**config.mk**
```make
export PLATFORM = sky130hd
export DESIGN_NAME = bist_mem_arbiter
export DESIGN_NICKNAME = d
export VERILOG_FILES = /design/src/rtl/bist_mem_arbiter.sv
export SDC_FILE = /design/constraint.sdc
export NUM_CORES = 1
export LEC_CHECK = 0
export ABC_AREA = 1
export CORE_MARGIN = 1.5
export CORE_UTILIZATION = 42
export DETAILED_ROUTE_END_ITERATION = 16
export PLACE_DENSITY_LB_ADDON = 0.15
export SLEW_MARGIN = 20
export SYNTH_ARGS = -nofsm -noshare
export SYNTH_HDL_FRONTEND = slang
export SYNTH_SLANG_ARGS = --single-unit
```
**constraint.sdc**
```tcl
create_clock -name i_clk -period 3.1 [get_ports i_clk]
set_input_delay 0.62 -clock i_clk [delete_from_list [all_inputs] [get_ports i_clk]]
set_output_delay 0.62 -clock i_clk [all_outputs]
set_load 0.02 [all_outputs]
```
**src/rtl/bist_mem_arbiter.sv**
```systemverilog
// bist_mem_arbiter: single-port memory arbiter between CPU and BIST engine.
// Hands the port to BIST on a bist_req edge, runs a watchdog, latches result.
//
// Ports:
//   i_clk, i_rst               clock, synchronous active-high reset
//   i_cpu_req/we/adr/wdata     CPU access request
//   o_cpu_ready, o_cpu_rdata   CPU grant (combinational), read data
//   i_bist_req                 run request (rising edge arms one run)
//   o_bist_start               one-cycle start pulse to the engine
//   i_bist_done, i_bist_status engine finished / mismatch flag
//   i_bist_we/adr/wdata        engine memory access
//   o_bist_rdata               engine read data
//   o_mem_we/adr/wdata         to memory
//   i_mem_rdata                from memory
//   o_busy                     BIST owns memory
//   o_result_valid             one-cycle pulse at end of run
//   o_result_pass, o_timeout   sticky result of the last run

module bist_mem_arbiter #(
    parameter int ADR_SIZE  = 4,
    parameter int DATA_SIZE = 8,
    parameter int TIMEOUT_W = 12
) (
    input  logic                 i_clk,
    input  logic                 i_rst,
    input  logic                 i_cpu_req,
    input  logic                 i_cpu_we,
    input  logic [ADR_SIZE-1:0]  i_cpu_adr,
    input  logic [DATA_SIZE-1:0] i_cpu_wdata,
    output logic                 o_cpu_ready,
    output logic [DATA_SIZE-1:0] o_cpu_rdata,
    input  logic                 i_bist_req,
    output logic                 o_bist_start,
    input  logic                 i_bist_done,
    input  logic                 i_bist_status,
    input  logic                 i_bist_we,
    input  logic [ADR_SIZE-1:0]  i_bist_adr,
    input  logic [DATA_SIZE-1:0] i_bist_wdata,
    output logic [DATA_SIZE-1:0] o_bist_rdata,
    output logic                 o_mem_we,
    output logic [ADR_SIZE-1:0]  o_mem_adr,
    output logic [DATA_SIZE-1:0] o_mem_wdata,
    input  logic [DATA_SIZE-1:0] i_mem_rdata,
    output logic                 o_busy,
    output logic                 o_result_valid,
    output logic                 o_result_pass,
    output logic                 o_timeout
);

    typedef enum logic [1:0] {
        S_IDLE,
        S_START,
        S_RUN,
        S_DONE
    } state_t;

    localparam logic [TIMEOUT_W-1:0] WD_ONE = TIMEOUT_W'(1);
    localparam logic [TIMEOUT_W-1:0] WD_MAX = '1;

    state_t               r_state;
    state_t               w_next;
    logic                 r_req_q;
    logic                 r_pending;
    logic                 w_rise;
    logic                 w_go;
    logic [TIMEOUT_W-1:0] r_wd;
    logic [TIMEOUT_W-1:0] w_wd_inc;
    logic                 w_wd_hit;
    logic                 r_pass;
    logic                 r_timeout;

    assign w_rise   = i_bist_req & ~r_req_q;
    assign w_go     = r_pending | w_rise;
    assign w_wd_inc = r_wd + WD_ONE;
    // Fires on the RUN cycle whose increment makes the count all-ones.
    assign w_wd_hit = (w_wd_inc == WD_MAX);

    // State register
    always_ff @(posedge i_clk) begin
        if (i_rst) begin
            r_state <= S_IDLE;
        end else begin
            r_state <= w_next;
        end
    end

    // Next-state logic
    always_comb begin
        w_next = r_state;
        unique case (r_state)
            S_IDLE: begin
                if (w_go) begin
                    w_next = S_START;
                end
            end
            S_START: w_next = S_RUN;
            S_RUN: begin
                if (i_bist_done || w_wd_hit) begin
                    w_next = S_DONE;
                end
            end
            S_DONE: w_next = S_IDLE;
            default: w_next = S_IDLE;
        endcase
    end

    // Request edge, watchdog and result registers
    always_ff @(posedge i_clk) begin
        if (i_rst) begin
            r_req_q   <= 1'b0;
            r_pending <= 1'b0;
            r_wd      <= '0;
            r_pass    <= 1'b0;
            r_timeout <= 1'b0;
        end else begin
            r_req_q <= i_bist_req;
            // Edges outside IDLE are dropped, not queued.
            if (w_next == S_START) begin
                r_pending <= 1'b0;
            end else if (w_rise && r_state == S_IDLE) begin
                r_pending <= 1'b1;
            end
            if (r_state == S_START) begin
                r_wd <= '0;
            end else if (r_state == S_RUN) begin
                r_wd <= w_wd_inc;
            end
            // Engine completion wins over a coincident watchdog hit.
            if (r_state == S_RUN) begin
                if (i_bist_done) begin
                    r_pass    <= ~i_bist_status;
                    r_timeout <= 1'b0;
                end else if (w_wd_hit) begin
                    r_pass    <= 1'b0;
                    r_timeout <= 1'b1;
                end
            end
        end
    end

    // Output logic: memory mux follows the state register directly.
    always_comb begin
        o_cpu_ready    = 1'b0;
        o_bist_start   = 1'b0;
        o_busy         = 1'b0;
        o_result_valid = 1'b0;
        o_mem_we       = 1'b0;
        o_mem_adr      = i_bist_adr;
        o_mem_wdata    = i_bist_wdata;
        unique case (r_state)
            S_IDLE: begin
                o_cpu_ready = i_cpu_req;
                o_mem_we    = i_cpu_we & i_cpu_req;
                o_mem_adr   = i_cpu_adr;
                o_mem_wdata = i_cpu_wdata;
            end
            S_START: begin
                o_bist_start = 1'b1;
                o_busy       = 1'b1;
                o_mem_we     = i_bist_we;
            end
            S_RUN: begin
                o_busy   = 1'b1;
                o_mem_we = i_bist_we;
            end
            S_DONE: begin
                o_result_valid = 1'b1;
            end
            default: begin
                o_mem_we = 1'b0;
            end
        endcase
    end

    assign o_cpu_rdata   = i_mem_rdata;
    assign o_bist_rdata  = i_mem_rdata;
    assign o_result_pass = r_pass;
    assign o_timeout     = r_timeout;

endmodule
```
==> metrics.cfg <==
[sta]
fin_tns_setup_ns=0
setup_viol=0
fin_crit_ns=2.757
timing.hold.ws_ns=0.4539
hold_viol=0
report.final.slew_viol_count=0
fin_skew_ns=0.002585
slew_headroom_pct=65.85
min_period_over_period_pct=88.93
worstMarginPinSlew_ns=0.5123
fmax_mhz=362.7
rsz0062_at_grt=no

[critical_path]
required_ns=2.48
cp.arrival_ns=2.14
worstPathMaxFanout=16
cp-end-kind=output port
startpoint_type=register
crit_type=register to output port

[clocking]
clk_path_buf_depth=2
clkLatencyLatePin_ns=0.29
postCtsHoldBufs=0
cts_tree=yes
clock-sinks=18
cts-root-buf=clkbuf_4
clkSlewWorstSetupHoldPaths_ns=0.10
h-tree-depth=1
cts_inserted_buffers=3
cts_setup_buffers=0

[floorplan]
die-area_mm2=0.003554
die_h_um=59.62
io_pins=75
core_mm2=0.003053
fp.dieW_um=59.62
initial_core_util_pct=44.10
rows=20

[cells_and_area]
area_growth_pct=33.55
fin_nets=273
drive_gt1_share_pct=14.22
fill_cells=277
finish.utilization_pct=58.89
antenna_cells=0
fin_cells=269

[global_routing]
grt_pass1_vias=1268
grt_pass1_wl_um=4954
grtUsageTotal_pct=18.31
grt-ovfl-total=0
antenna_found_initial=0
grt_max_degree=17

[yosys]
syn-num-nets=237
ys_warn_count=0
ys_ff_latch=18
synth_cells=191
ys_seq_area_share_pct=26.77
ys_types=22
syn_avg_cell_area_um2=7.049
synth.cell_area_mm2=0.001346

[flow_run]
cap_violations=0

[pwr]
ir_drop_mv=0.5975
p_per_area_mw_per_mm2=720.8
finalPower_mw=1.296
leakage_nw=0.7382

[placed_design]
dp.cells=266
portBuffers=50
place.gp.congestion=0.7950
hpwlAfterDp_um=2407

[detailed_routing]
wirelength_um=3016
antenna_left=0
vias=1290
dr.pass1.iters=4
drc=0
dr.first_iter.drc_count=51
vias_per_cell=4.796
wl_per_cell_um=11.21

[min_path]
holdCritPathClass=register to register

[run_status]
outcome=completed

==> per-layer routing <==
layer	wire, um	track usage (%)
met1	1205	19.07
met2	1474	32.34
met3	267	5.459
met5	0	0
met4	69	10.48
==> sequential cells by signal (all words and copies together) (netlist names) <==
signal / count
r_state: 2
r_wd: 12
r_req_q: 1
o_timeout: 1
o_result_pass: 1
r_pending: 1
==> final timing paths <==
path | from | to | slack [ns] | cells after the start
min reg2reg | o_timeout | o_timeout | 0.45 | 2
min | o_timeout | o_timeout | 0.45 | 2
max reg2reg | r_wd[1] | r_pending | 1.33 | 12
max | r_state[0] | o_mem_we | 0.34 | 7
==> cell type report <==
type                    count  area [um^2]  area share, %
clock buffers               3        22.52          1.253
inverters                  28        105.1          5.846
multi-input cells         125        747.0          41.54
flip-flops and latches     18        360.3          20.04
well taps                  44        55.05          3.062
repair buffers             51        508.0          28.25
==> what timing repair did <==
| item | CTS | global route |
|---|---|---|
| endpoints found under the hold margin | 0 | 0 |
| resized for setup | 0 | 1 |
| endpoints found under the setup margin | 0 | 1 |
==> report_power, final <==
part / switching, mW / leakage [nW] / internal, mW
Clock: 0.0713 / 0.0138 / 0.0452
Sequential: 0.0772 / 0.147 / 0.304
Combinational: 0.417 / 0.578 / 0.381
Total: 0.566 / 0.738 / 0.730
==> synthesized netlist by cell type, drive strengths merged <==
master	number	share of area [%]
nand2	47	14
inv	28	7.8
nor2	19	7.2
dfxtp	18	27
buf	17	9.3
a21oi	12	5.0
mux2	12	10
o21ai	9	3.3
nand3	8	3.7
ha	6	5.6
o211ai	4	2.2
clkbuf	3	0.84
o21bai	3	1.7
nand4	2	0.93
xor2	2	1.3
or2	1	0.46
==> cells in the final DEF, fill, tap and decap left out, types with 4 or more instances in the layout <==
cell type and instances:
o21ai_0 9, nand3_1 6, mux2_2 12, clkdlybuf4s50_1 50, nand2_2 4, o211ai_1 4, dfxtp_1 18, nor2_2 4
a21oi_1 10, nand2_1 43, nor2_1 13, inv_1 28, ha_1 5
==> kinds of logic after synthesis <==
kind of cell | Yosys count | share of synthesized area, %
xor gates and xnor gates | 2 | 1.301
and+or+nand+nor | 77 | 26.11
adders and majority gates | 6 | 5.576
buffers and inverters | 48 | 17.94
AOI/OAI and AO/OA | 28 | 12.27
muxes | 12 | 10.04
DFF | 18 | 26.77
==> worst max-delay path: stages, from the launching register on <==
cell,delay (ns)
dfxtp_1,0.36
inv_1,0.10
ha_2,0.40
nand2_1,0.09
inv_1,0.09
nand2_1,0.05
a21oi_1,0.12
clkdlybuf4s50_1,0.62
==> stage by stage <==
step / setup slack (ns) / instance area (um^2)
floorplan: 1.082 / 1346
global placement: 0.4885 / 1773
detailed placement: 0.4472 / 1773
CTS: 0.08180 / 1795
global route: 0.2129 / 1798
finish: 0.3432 / 1798
Note: power is estimated with default switching activity, not from simulation.
